File: src/rtl/div_if.sv
// div_if: EX-stage handshake between the pipeline and the iterative divider.
//   master (pipeline side): start, kill, funct3, a, b, rd_in
//   slave  (divider side):  busy, stall_req, done, result, rd_out
interface div_if #(parameter int WIDTH = 32);
  logic             start;
  logic             kill;
  logic [2:0]       funct3;
  logic [WIDTH-1:0] a;
  logic [WIDTH-1:0] b;
  logic [4:0]       rd_in;
  logic             busy;
  logic             stall_req;
  logic             done;
  logic [WIDTH-1:0] result;
  logic [4:0]       rd_out;

  modport master (
    output start, kill, funct3, a, b, rd_in,
    input  busy, stall_req, done, result, rd_out
  );

  modport slave (
    input  start, kill, funct3, a, b, rd_in,
    output busy, stall_req, done, result, rd_out
  );
endinterface

File: src/rtl/div_unit.sv
// div_unit: iterative radix-2 restoring divider for RV32M DIV/DIVU/REM/REMU.
// Holds the op in EX via stall_req until the result is ready, then pulses done
// for one cycle with stall_req low so the pipeline captures result/rd_out.
// Ports:
//   clk  - clock, rising edge
//   clr  - asynchronous active-high reset
//   bus  - div_if.slave: start/kill/funct3/a/b/rd_in in,
//          busy/stall_req/done/result/rd_out out
// Build option: DIV_EARLY_OUT_EN - when defined, ops with |a| < |b| (b != 0)
// finish at accept (quotient 0, remainder a) instead of iterating.
module div_unit #(
  parameter int WIDTH = 32
) (
  input logic clk,
  input logic clr,
  div_if.slave bus
);
  localparam int CW = (WIDTH > 1) ? $clog2(WIDTH) : 1;
  localparam logic [WIDTH-1:0] MIN_NEG = {1'b1, {(WIDTH-1){1'b0}}};

  typedef enum logic [1:0] {IDLE, RUN, FIX, DONE} state_t;

  state_t           state, state_nx;
  logic [CW-1:0]    cnt;
  logic             op_rem, op_uns, q_neg, r_neg;
  logic [WIDTH-1:0] dvd, dvs, rem, quo, res_q;
  logic [4:0]       rd_q, rd_out_q;

  // accept-time decode
  logic             accept, sgn, b_zero, ovf, early, special;
  logic [WIDTH-1:0] a_mag, b_mag, special_res;

  always_comb begin
    sgn    = ~bus.funct3[0];
    a_mag  = (sgn && bus.a[WIDTH-1]) ? -bus.a : bus.a;
    b_mag  = (sgn && bus.b[WIDTH-1]) ? -bus.b : bus.b;
    b_zero = (bus.b == '0);
    ovf    = sgn && (bus.a == MIN_NEG) && (bus.b == '1);
`ifdef DIV_EARLY_OUT_EN
    early  = !b_zero && (a_mag < b_mag);
`else
    early  = 1'b0;
`endif
    special = b_zero || ovf || early;
    special_res = '0;
    if (b_zero)   special_res = bus.funct3[1] ? bus.a : '1;
    else if (ovf) special_res = bus.funct3[1] ? '0 : MIN_NEG;
    else if (early) special_res = bus.funct3[1] ? bus.a : '0;
  end

  // one restoring step: remainder gains the next dividend bit, trial-subtract
  // in WIDTH+1 bits so the sign of diff says whether the divisor fit
  logic [WIDTH:0]   rem_sh, diff;
  logic [WIDTH-1:0] q_fix, r_fix;

  always_comb begin
    rem_sh = {rem, dvd[WIDTH-1]};
    diff   = rem_sh - {1'b0, dvs};
    q_fix  = (!op_uns && q_neg) ? -quo : quo;
    r_fix  = (!op_uns && r_neg) ? -rem : rem;
  end

  always_ff @(posedge clk or posedge clr) begin
    if (clr) state <= IDLE;
    else     state <= state_nx;
  end

  always_comb begin
    state_nx      = state;
    accept        = 1'b0;
    bus.busy      = (state != IDLE);
    bus.stall_req = 1'b0;
    bus.done      = 1'b0;
    case (state)
      IDLE: if (bus.start && !bus.kill) begin
        accept        = 1'b1;
        bus.stall_req = 1'b1;
        state_nx      = special ? DONE : RUN;
      end
      RUN: begin
        bus.stall_req = 1'b1;
        if (bus.kill)                     state_nx = IDLE;
        else if (cnt == CW'(WIDTH - 1))   state_nx = FIX;
      end
      FIX: begin
        bus.stall_req = 1'b1;
        state_nx      = bus.kill ? IDLE : DONE;
      end
      DONE: begin
        // a flush arriving with the result suppresses the pulse
        bus.done = !bus.kill;
        state_nx = IDLE;
      end
      default: state_nx = IDLE;
    endcase
  end

  always_ff @(posedge clk or posedge clr) begin
    if (clr) begin
      cnt      <= '0;
      op_rem   <= 1'b0;
      op_uns   <= 1'b0;
      q_neg    <= 1'b0;
      r_neg    <= 1'b0;
      dvd      <= '0;
      dvs      <= '0;
      rem      <= '0;
      quo      <= '0;
      res_q    <= '0;
      rd_q     <= '0;
      rd_out_q <= '0;
    end else if (accept) begin
      cnt    <= '0;
      op_rem <= bus.funct3[1];
      op_uns <= bus.funct3[0];
      q_neg  <= bus.a[WIDTH-1] ^ bus.b[WIDTH-1];
      r_neg  <= bus.a[WIDTH-1];
      dvd    <= a_mag;
      dvs    <= b_mag;
      rem    <= '0;
      quo    <= '0;
      rd_q   <= bus.rd_in;
      if (special) begin
        res_q    <= special_res;
        rd_out_q <= bus.rd_in;
      end
    end else if (state == RUN && !bus.kill) begin
      rem <= diff[WIDTH] ? rem_sh[WIDTH-1:0] : diff[WIDTH-1:0];
      quo <= {quo[WIDTH-2:0], ~diff[WIDTH]};
      dvd <= {dvd[WIDTH-2:0], 1'b0};
      cnt <= cnt + 1'b1;
    end else if (state == FIX && !bus.kill) begin
      res_q    <= op_rem ? r_fix : q_fix;
      rd_out_q <= rd_q;
    end
  end

  assign bus.result = res_q;
  assign bus.rd_out = rd_out_q;
endmodule

File: src/flat_wrapper.sv
// flat-port wrapper written by rule: the top's interface ports become plain ports
module div_unit_flat 
#(
  parameter int WIDTH = 32
)
  (clk, clr, bus_start, bus_kill, bus_funct3, bus_a, bus_b, bus_rd_in, bus_busy, bus_stall_req, bus_done, bus_result, bus_rd_out);
  div_if #(.WIDTH(WIDTH)) bus_i ();
  input logic clk;
  input logic clr;
  input wire logic [$bits(bus_i.start)-1:0] bus_start;
  input wire logic [$bits(bus_i.kill)-1:0] bus_kill;
  input wire logic [$bits(bus_i.funct3)-1:0] bus_funct3;
  input wire logic [$bits(bus_i.a)-1:0] bus_a;
  input wire logic [$bits(bus_i.b)-1:0] bus_b;
  input wire logic [$bits(bus_i.rd_in)-1:0] bus_rd_in;
  output wire logic [$bits(bus_i.busy)-1:0] bus_busy;
  output wire logic [$bits(bus_i.stall_req)-1:0] bus_stall_req;
  output wire logic [$bits(bus_i.done)-1:0] bus_done;
  output wire logic [$bits(bus_i.result)-1:0] bus_result;
  output wire logic [$bits(bus_i.rd_out)-1:0] bus_rd_out;
  assign bus_i.start = bus_start;
  assign bus_i.kill = bus_kill;
  assign bus_i.funct3 = bus_funct3;
  assign bus_i.a = bus_a;
  assign bus_i.b = bus_b;
  assign bus_i.rd_in = bus_rd_in;
  assign bus_busy = bus_i.busy;
  assign bus_stall_req = bus_i.stall_req;
  assign bus_done = bus_i.done;
  assign bus_result = bus_i.result;
  assign bus_rd_out = bus_i.rd_out;
  div_unit #(.WIDTH(WIDTH)) u_core (.clk(clk), .clr(clr), .bus(bus_i));
endmodule
File: config.mk
export PLATFORM = sky130hd
export DESIGN_NAME = div_unit_flat
export DESIGN_NICKNAME = d
export VERILOG_FILES = /design/src/rtl/div_if.sv /design/src/rtl/div_unit.sv /design/src/flat_wrapper.sv
export SDC_FILE = /design/constraint.sdc
export NUM_CORES = 1
export LEC_CHECK = 0
export ABC_AREA = 1
export ABC_CLOCK_PERIOD_IN_PS = 13200
export CAP_MARGIN = 10
export CORE_AREA = 2 2 194 196
export CTS_BUF_LIST = sky130_fd_sc_hd__clkbuf_4 sky130_fd_sc_hd__clkbuf_8
export DETAILED_ROUTE_END_ITERATION = 6
export DIE_AREA = 0 0 196 198
export HOLD_SLACK_MARGIN = 0.15
export MAX_ROUTING_LAYER = met4
export PLACE_DENSITY_LB_ADDON = 0.3
export SETUP_SLACK_MARGIN = 0.05
export SLEW_MARGIN = 25
export SYNTH_ARGS = -nofsm -noshare
export SYNTH_HDL_FRONTEND = slang
export SYNTH_SLANG_ARGS = --single-unit
File: constraint.sdc
create_clock -name clk -period 13.2 [get_ports clk]
set_input_delay 1.98 -clock clk [delete_from_list [all_inputs] [get_ports clk]]
set_output_delay 1.98 -clock clk [all_outputs]
set_load 0.05 [all_outputs]
**Yosys cells after proc, flatten, opt, wreduce, memory -nomap -nowiden**

Cells that the tools add are included.

- Flip-flop bits (word level): 181
- Output and inout port bits: 40
- Input bits: 76

- Bitwise logic cells: 3
- Reduce and logical (&&, ||, !) cells: 20
- Equal/unequal tests: 10
- Add/sub/neg operators: 6
- Multiplexer cells: 36

Operator list:

| kind | number |
|---|---|
| $mux 32 | 20 |
| $neg 32->32 | 4 |
| $eq 32x32->1 const B | 2 |
| $sub 33x32->33 | 1 |
| $logic_not 32->1 | 1 |
| $mux 5 | 6 |
| $mux 2 | 5 |
| $logic_and 1x1->1 | 9 |
| $pmux 2 s4 | 1 |
| $reduce_bool 2->1 | 3 |
| $add 5x1->5 const B | 1 |
| $eq 5x5->1 const B | 1 |
| $eq 2x2->1 const B | 2 |
| $ne 2x1->1 const B | 2 |
| $mux 1 | 3 |
| $ne 3x2->1 const B | 1 |
| $reduce_and 3->1 | 1 |
| $eq 2x1->1 const B | 1 |
| $logic_not 1->1 | 2 |
| $logic_not 2->1 | 1 |
| $ne 2x2->1 const B | 1 |
| $not 1->1 | 2 |
| $pmux 1 s2 | 1 |
| $reduce_and 2->1 | 1 |
| other kinds (3) | 3 |

**Depth between registers and ports, before layout**

- Depth in word-level cells: 7
- Gate-level depth with buffers: 18
- Depth with buffers taken out: 17

**Least setup slack after synthesis**

OpenSTA, ideal clock, no wires.

- Path type: in2out
- Start point: input bus_start
- End point: output bus_stall_req
- Slack: 7.660 ns
- Path buffers: 3
- Data required time: 11.220 ns
- Stages on the path: 7
- Arrival time: 3.560 ns
- Cell sequence: inv_1 nor2_1 nand2_1 clkbuf_1 clkbuf_1 clkbuf_1 a21oi_1

- Word-level cells in the longest chain between the ends: 3

RTL lines:

| item | RTL line | RTL |
|---|---|---|
| from (decl) | flat_wrapper.sv:10 | `input wire logic [$bits(bus_i.start)-1:0] bus_start;` |
| $logic_and 1x1->1 | div_unit.sv:75 | `IDLE: if (bus.start && !bus.kill) begin` |
| $mux 1 | div_unit.sv:75 |  |
| $pmux 1 s2 | div_unit.sv:74 | `case (state)` |
| to (decl) | flat_wrapper.sv:17 | `output wire logic [$bits(bus_i.stall_req)-1:0] bus_stall_req;` |

No other way between the ends.

**Worst setup path in the final report**

Same ends and word-level chain as after synthesis.

==> flow_summary.ini <==
[synthesis]
synth_top_area_share_pct = 31.2
synthTopCellsByArea = dfrtp_1, nand2_1, nand3_1
synth_nets = 2465
ys_seq_area_share_pct = 31.2
yosysTopAreaCell = dfrtp_1
ys_ff_latch = 181
syn-instance-count = 2343
synth_cell_type_count = 42
syn-cell-area_mm2 = 0.0145
synth_area_per_cell_um2 = 6.20
yosys_warnings = 0

[placement]
dp_slack_ns = 7.53
portBuffers = 114
dp_hpwl_um = 37800
gp_congestion = 0.937

[global_routing]
grt_first_pass_wirelength_um = 78700
grt_max_degree = 71
antenna_found_initial = 0
grt_usage_pct = 26.6
grt_pass1_vias = 14400
grt.overflow.total = 0

[worst_setup_path]
reg2reg_depth = 11
cp-end-kind = output port
cp.required_ns = 11.22
path_max_fanout = 3
r2r-start = u_core.state[0]
reg2reg_slack_ns = 9.77
cp.arrival_ns = 3.69
path_class = in2out
critPathLaunchType = primary input
timing.rr.end = u_core.rem[30]

[layout]
final_common_cell = nand2_1
area_growth_pct = 12.3
nets = 2528
layout-drive-gt1-share_pct = 3.39
final_cell_mix = nand2_1, inv_1, nand3_1, nor2_1, dfrtp_1
n_antenna_cell = 0

[timing]
timing.setup.tns_ns = 0
hold_viol_final = 0
finalCriticalPeriod_ns = 5.67
clock_skew_ns = 0.0181
setup_ws_ns = 7.53
grt_setup_unrepaired = no
max_freq_ghz = 0.176
worst_pin_slew_ns = 1.05
fin_crit_sh_pct = 43.0
final_max_slew_viol_count = 0
finalSetupViolCount = 0
slew_headroom_pct = 30.2

[drt]
drt_iter0_drc = 1489
vias = 15400
firstDrtPassIters = 6
routed_wl_um = 49600
vias_per_cell = 5.34
avgRoutedWirePerCell_um = 17.2
drc = 0
drtAntennaViolNets = 0

[hold_path]
holdPathEnd = u_core.rd_q[0]
min_path_type = reg2reg
worst_hold_startpoint = u_core.rd_q[0]
hold_depth = 2

[clocking]
numCtsBuffers = 17
clkSinkCount = 181
clockBufferDepth = 2
post_cts_resized = 0
cts_tree = done
cts_setup_buffers = 0
root_buffer = clkbuf_8
holdBufCountCts = 0
clkTransAtPathRegs_ns = 0.09
worst_skew_pair.late_latency_ns = 0.51
htreeDepth = 4

[floorplan]
ios = 116
num_rows = 71
floorplan.die.width_um = 196
start_util_pct = 39.3
dieArea_mm2 = 0.0388
core_mm2 = 0.0370
die_y_um = 198

[power_and_ir_drop]
pwr-share-comb_pct = 66.4
power_density_mw_per_mm2 = 233
p_sw_mw = 2.13
p_int_mw = 1.67
peakVddDrop_uv = 175
pwr-share-clk_pct = 9.7
swShare_pct = 56.0
power_frac_seq_pct = 23.9
finalPower_mw = 3.80
p_leak_nw = 8.57

[outcome]
status = finished clean

[flow_run]
drv_cap = 0
==> state kept, by name (all words and copies together), names as in the netlist, 2 cells and up <==
name,count
u_core.bus.result,32
u_core.dvd,32
u_core.dvs,32
u_core.quo,32
u_core.rem,32
u_core.bus.rd_out,5
u_core.cnt,5
u_core.rd_q,5
u_core.state,2
==> layout make-up <==
class                      instances  area [um^2]
timing repair buffer             126         1230
clock buffer                      19          249
inverter                         316         1190
tap                              474          593
clock inverter                    12         97.6
fill                            4032        20600
sequential                       181         4530
multi-input combinational       1764         8430
==> synthesized netlist by cell type (all sizes together) <==
master    n
clkinv    3
nand2   814
buf      39
nand4    40
a21oi    64
o22ai    39
inv     313
o211ai    8
o21bai    9
ha       45
and2      3
dfrtp   181
nor2    232
clkbuf   43
nand3   271
a22o      4
fa        1
nor3     21
o21ai   131
o31ai     4
o221ai   20
xor2     27
nor4      3
a31oi     1
xnor2    17
nand3b    7
or2       2
and3      1
==> cells by family (layout without fill, tap and decap cells) <==
group / after synthesis / in the layout / share of synthesized area, %
AO/OA/AOI/OAI: 280 / 280 / 11.0
XOR/XNOR: 44 / 44 / 2.65
adder cells (fa/ha/maj): 46 / 46 / 4.01
buffers and inverters: 398 / 473 / 10.9
flip-flops: 181 / 181 / 31.2
AND/OR/NAND/NOR: 1394 / 1394 / 40.2
==> through the flow <==
stage | hold WS, ns | instances | util (%) | instance area, um^2
final | 0.486 | 2892 | 44.2 | 16300
after global routing | 0.506 | 2892 | 44.2 | 16300
after CTS | 0.475 | 2892 | 44.2 | 16300
after detailed placement | 0.462 | 2861 | 43.2 | 16000
after global placement | 0.453 | 2861 | 43.2 | 16000
after floorplan | 0.434 | 2343 | - | 14500
==> critical path: stages <==
cell	delay [ns]
clkdlybuf4s50_1	0.45
inv_1	0.03
nor2_1	0.19
nand2_4	0.08
a21oi_1	0.14
clkdlybuf4s50_1	0.82
==> how the worst max path moves through the flow <==
stage,depth (start not counted),slack [ns],to,from
after floorplan,1,6.30,u_core.bus.rd_out[0],clr
after global placement,6,7.52,bus_stall_req,bus_start
after detailed placement,6,7.53,bus_stall_req,bus_start
after CTS,6,7.51,bus_stall_req,bus_start
after global routing,6,7.42,bus_stall_req,bus_start
final,6,7.53,bus_stall_req,bus_start
==> power groups by stage <==
stage / Combinational, mW / Clock, mW / Sequential [mW]
after floorplan: 1.71 / 0 / 0.988
after global placement: 2.46 / 0 / 0.909
after detailed placement: 2.50 / 0 / 0.915
after CTS: 2.51 / 0.374 / 0.907
after global routing: 2.81 / 0.394 / 0.930
final: 2.52 / 0.369 / 0.907
==> routing by layer <==
layer  share of wire, %  vias up  wire length [um]  global-route usage (%)
met4                1.9        0               943                    6.54
met5                  0        -                 0                       -
met3                5.4       54              2680                    3.05
met1                 46     7289             22900                    36.1
met2                 47      492             23100                    42.5
li1                   -     7610                 -                       -
Power figures use the tool's default switching activity.
==> RTL change 1 (same settings) <==
Encoding of `state_t`: now Gray code (2 bits for 4 states).
--- a/src/rtl/div_unit.sv
+++ b/src/rtl/div_unit.sv
@@ -18,7 +18,7 @@
   localparam int CW = (WIDTH > 1) ? $clog2(WIDTH) : 1;
   localparam logic [WIDTH-1:0] MIN_NEG = {1'b1, {(WIDTH-1){1'b0}}};
 
-  typedef enum logic [1:0] {IDLE, RUN, FIX, DONE} state_t;
+  typedef enum logic [1:0] {IDLE = 2'b00, RUN = 2'b01, FIX = 2'b11, DONE = 2'b10} state_t;
 
   state_t           state, state_nx;
   logic [CW-1:0]    cnt;
Behaviour: no difference found for any inputs over 4 cycles, from zero or initial values; so few cycles prove little.
==> RTL change 1 against the original RTL <==
  * Routed wire length shrank 0.97%
  * Power shrank 8.6%
  * Fmax fell by 6.9%
  * Critical path depth is 1 higher
  * Sequential share of layout area decreased by 0.70 points
  * Clock power up 6.0%
  * Setup slack worse by 0.42 ns
  * Design area rose by 2.6%
  * Synthesized cell count up 3.0%
  * Sequential cell count did not move
  * Area after synthesis rose by 2.8%
  * Critical path type unchanged
  * Critical endpoint unchanged
  * Highest routed layer unchanged
==> RTL change 1: results (changes against the original RTL) <==
metric	value	unit	change
Worst-Skew Late Latency	0.52	ns	
DRC marker count from the first detailed-route iteration	1417		-4.8%
antenna violations before repair	0		unchanged
number of global-route vias before repair	14690		+2.2%
Worst-Margin Slew	0.9452	ns	-0.1013 ns
Net Sw Frac	55.35	%	-0.69 points
Synth Flop Type	dfrtp_1		
ys async rst share	100.0	%	unchanged
final setup vio count	0		unchanged
CTS Buf Count	17		unchanged
Synthesized Nets	2529		+2.6%
WL/cell	16.60	um	-3.3%
largest net degree at the start of global routing	104		+46%
Fillers	3958		-1.8%
placer congestion estimate	0.9917		+5.9%
n_diodes	0		unchanged
yosys warns	0		unchanged
Resize count post-CTS	0		unchanged
Max VDD drop	0.0001064	V	-39%
setup bufs post-CTS	0		unchanged
PortBufs	114		unchanged
Final Hold Vio Count	0		unchanged
Worst-path clk slew	0.10	ns	
crit path max fanout	81		+78
clk root buf	clkbuf_8		
placed cells	2929		+2.4%
first-pass GRT wire length	78.17	mm	-0.62%
layout cells sized above 1	5.308	%	+1.9 points
via count	15830		+2.5%
static leakage	8.840	nW	+3.2%
H-tree depth	4		unchanged
CP max stage delay	0.73	ns	-0.09 ns
Sequential Power Share	24.4	%	+0.5 points
Final Net Count	2590		+2.5%
Slowest cell on crit path	clkdlybuf4s50_1		
GRT Total Usage	26.43	%	-0.17 points
Post-Layout Cell Count	2961		+2.4%
DP HPWL	37.72	mm	-0.23%
HP Class	reg2reg		
Crit path arrival time	4.11	ns	+0.42 ns
CTS Buffer Depth	2		unchanged
synth cell count leaders	813 x nand2_1, 301 x inv_1, 264 x nand3_1		
clk_skew	0.02085	ns	+0.002784 ns
register area share after synthesis	30.32	%	-0.84 points
Post-Syn Instances	2413		+3.0%
outcome	completed		
Distinct cells, synth	47		+12%
Initial DRT Pass Iterations	7		+1
Synth area leaders	dfrtp_1 30%, nand2_1 20%, nand3_1 8.8%		
-- RTL change 1: cell families after synthesis --
family,Yosys count,synth area share [%]
adder cells (fa/ha/maj),40,3.401
AND/OR/NAND/NOR,1468,42.83
flip-flops,181,30.32
AO/OA/AOI/OAI,297,10.86
buffers and inverters,393,10.59
XOR/XNOR,34,1.993
-- RTL change 1: critical path, delay by kind of cell --
family	cells	cell delay, ns
buf+inv	4	1.84
simple gates	3	0.28
-- RTL change 1: layer usage --
metal	vias up	global-route usage, %	share of wire (%)
li1	7839	-	-
met1	7383	35.40	46
met2	514	40.38	44
met3	94	3.935	6.5
met4	0	10.24	3.4
met5	-	-	0
-- RTL change 1: power groups by stage --
stage	Combinational, W	Clock, W	Sequential, W
finish	0.00224	0.000391	0.000848
global route	0.00251	0.000418	0.000867
CTS	0.00222	0.000398	0.000846
detailed placement	0.00221	0	0.000856
global placement	0.00218	0	0.000854
floorplan	0.00156	0	0.000930
-- RTL change 1: stage by stage --
stage	hold slack, ns	area [um2]	setup WS, ns
CTS	0.4825	16740	7.089
finish	0.4799	16750	7.108
detailed placement	0.4565	16360	7.111
global route	0.5115	16750	6.980
global placement	0.4500	16360	7.118
floorplan	0.4334	14940	6.305
-- RTL change 1: area by class of cell --
class                   count  area share [%]
clock inverters            14          0.8293
inverters                 311           7.031
multi-input cells        1839           52.82
repair buffers            124           7.285
well taps                 474           3.542
flip-flops and latches    181           27.05
clock buffers              18           1.442
-- RTL change 1: path summary, 6_finish.rpt --
kind | from | end | slack [ns] | depth (start not counted)
setup reg to reg | u_core.state[1] | u_core.bus.result[22] | 10.19 | 10
max in group asynchronous | clr | u_core.op_rem | 9.92 | 3
min in group asynchronous | clr | u_core.quo[12] | 1.97 | 2
hold reg to reg | u_core.rd_q[4] | u_core.rd_q[4] | 0.48 | 2
hold / removal | u_core.rd_q[4] | u_core.rd_q[4] | 0.48 | 2
setup / recovery | bus_kill | bus_stall_req | 7.11 | 7
==> RTL change 2 (same settings) <==
Made on the original files. The option `DIV_EARLY_OUT_EN` is turned on by a define.
--- a/src/rtl/div_unit.sv
+++ b/src/rtl/div_unit.sv
@@ -8,6 +8,8 @@
 //          busy/stall_req/done/result/rd_out out
 // Build option: DIV_EARLY_OUT_EN - when defined, ops with |a| < |b| (b != 0)
 // finish at accept (quotient 0, remainder a) instead of iterating.
+`define DIV_EARLY_OUT_EN
+
 module div_unit #(
   parameter int WIDTH = 32
 ) (
Formal check against the unedited RTL: not equivalent (a bounded check fails within 4 cycles, from zero or initial values).
==> RTL change 2 against the original RTL <==
  * Worst hold slack improved by 0.0058 ns
  * Critical path type is now in2reg
  * Combinational power decreased by 3%
  * Area after synthesis increased by 7.6%
  * Design area increased by 7.3%
  * Register-to-register slack about the same
  * Final cell count increased by 5.3%
  * First-iteration DRC count increased by 14%
  * Routed wire length increased by 15%
  * Setup slack got worse by 1.3 ns
  * Sequential cell count unchanged
  * Power decreased by 2.5%
==> RTL change 2: results (changes against the original RTL) <==
metric	value	unit	change
Synthesized Nets	2657		+7.8%
placer congestion estimate	0.9899		+5.7%
Synth area leaders	dfrtp_1 29%, nand2_1 17%, nand3_1 8.8%		
hold worst-path end	u_core.rd_q[3]		
Crit path arrival time	7.34	ns	+3.65 ns
Worst Reg-to-Reg Cells	17		+6
Worst-Margin Slew	0.8679	ns	-0.1786 ns
area of the multi-input gates	9509	um2	+13%
WL/cell	18.73	um	+9.1%
ys async rst share	100.0	%	unchanged
Sequential Power	0.000865	W	-4.6%
Distinct cells, synth	44		+4.8%
Max VDD drop	0.00008275	V	-53%
Fmax	0.1444	GHz	-18%
Fillers	3919		-2.8%
crit path max fanout	38		+35
hold slack	0.4920	ns	+0.005799 ns
static leakage	9.187	nW	+7.2%
mean post-synth cell area	6.249	um2	+0.72%
n_diodes	0		unchanged
first-pass GRT wire length	88.03	mm	+12%
synth cell count leaders	728 x nand2_1, 318 x inv_1, 303 x nor2_1		
invs w/o clock	322		+1.9%
register area share after synthesis	28.95	%	-2.2 points
r2r setup slk	9.78	ns	about the same
clock network area share	2.264	%	+0.14 points
Critical Path End	u_core.bus.result[9]		
dpl cell area	17100	um2	+7.0%
Worst-Skew Late Latency	0.54	ns	+0.03 ns
clk root buf	clkbuf_8		
Non-clock buffers	129		+2.4%
antenna violations before repair	0		unchanged
number of global-route vias before repair	15580		+8.4%
Worst-path clk slew	0.11	ns	+0.02 ns
clk_skew	0.02843	ns	+0.01036 ns
largest net degree at the start of global routing	100		+41%
area share of buffers outside the clock network	7.292	%	-0.25 points
reg-to-reg endpoint	u_core.rem[30]		
reg-to-reg critical path startpoint	u_core.dvd[31]		
DP HPWL	44.31	mm	+17%
GRT Total Usage	30.25	%	+3.7 points
FF+latch count	181		unchanged
Post-Layout Cell Count	3044		+5.3%
outcome	completed		
Design Area, Final	17520	um2	+7.3%
critical hold path startpoint	u_core.rd_q[3]		
cell family with most CP delay	simple AND/OR/NAND/NOR gates		
Multi-Input Combinational	1906		+8.0%
Place WS	5.836	ns	-1.693 ns
total clock network power	0.000394	W	+6.8%
CP max stage delay	0.77	ns	-0.05 ns
layout cells sized above 1	2.957	%	-0.43 points
Worst setup startpoint	bus_b[31]		
DRC marker count from the first detailed-route iteration	1698		+14%
vias per cell	5.528		+3.5%
Register Area	4529	um2	unchanged
NetSw	0.002082	W	-2.3%
RTL change 2: cell types whose count changed in the layout (fill, tap and decap cells not counted), moves of 9 or more:
| cell | unedited run | this run |
|---|---|---|
| nand3_1 | 264 | 276 |
| o21ai_0 | 123 | 132 |
| nand2_1 | 802 | 724 |
| a21oi_1 | 63 | 101 |
| ha_1 | 45 | 76 |
| xor2_1 | 27 | 51 |
| inv_1 | 303 | 316 |
| nor2_1 | 223 | 301 |
| o211ai_1 | 8 | 20 |
| nand4_1 | 40 | 56 |
RTL change 2: metrics by stage:
| stage | power (W) | util, % |
|---|---|---|
| 4_1_cts | 0.003670 | 47.33 |
| 2_1_floorplan | 0.002549 | - |
| 6_report | 0.003705 | 47.41 |
| 5_1_grt | 0.004022 | 47.41 |
| 3_3_place_gp | 0.003232 | 46.24 |
| 3_5_place_dp | 0.003271 | 46.26 |
RTL change 2: worst reg2reg max path, cell delays in order (launching register included):
cell and delay [ns]:
dfrtp_1 0.38, inv_1 0.08, ha_1 0.15, inv_1 0.11
fa_1 0.47, nand3_1 0.10, nand2_1 0.13, nand2_1 0.10
o211ai_1 0.20, nand2_1 0.11, nand2_1 0.12, nand2_1 0.14
nand3_1 0.09, nand2_2 0.51, nand2_1 0.40, nand2_1 0.14
nand2_1 0.06, nand2_1 0.05
RTL change 2: cells by family after synthesis:
family	share of synthesized area, %
buffers and inverters	10.43
AND/OR/NAND/NOR	38.16
XOR/XNOR	4.030
adder cells (fa/ha/maj)	6.206
flip-flops	28.95
AO/OA/AOI/OAI	12.23
RTL change 2: routing by layer:
metal  GRT usage, %  part of all wire [%]
met1          40.12                    44
met5              -                     0
met4          9.343                   2.9
met2          48.12                    47
met3          4.173                   6.5
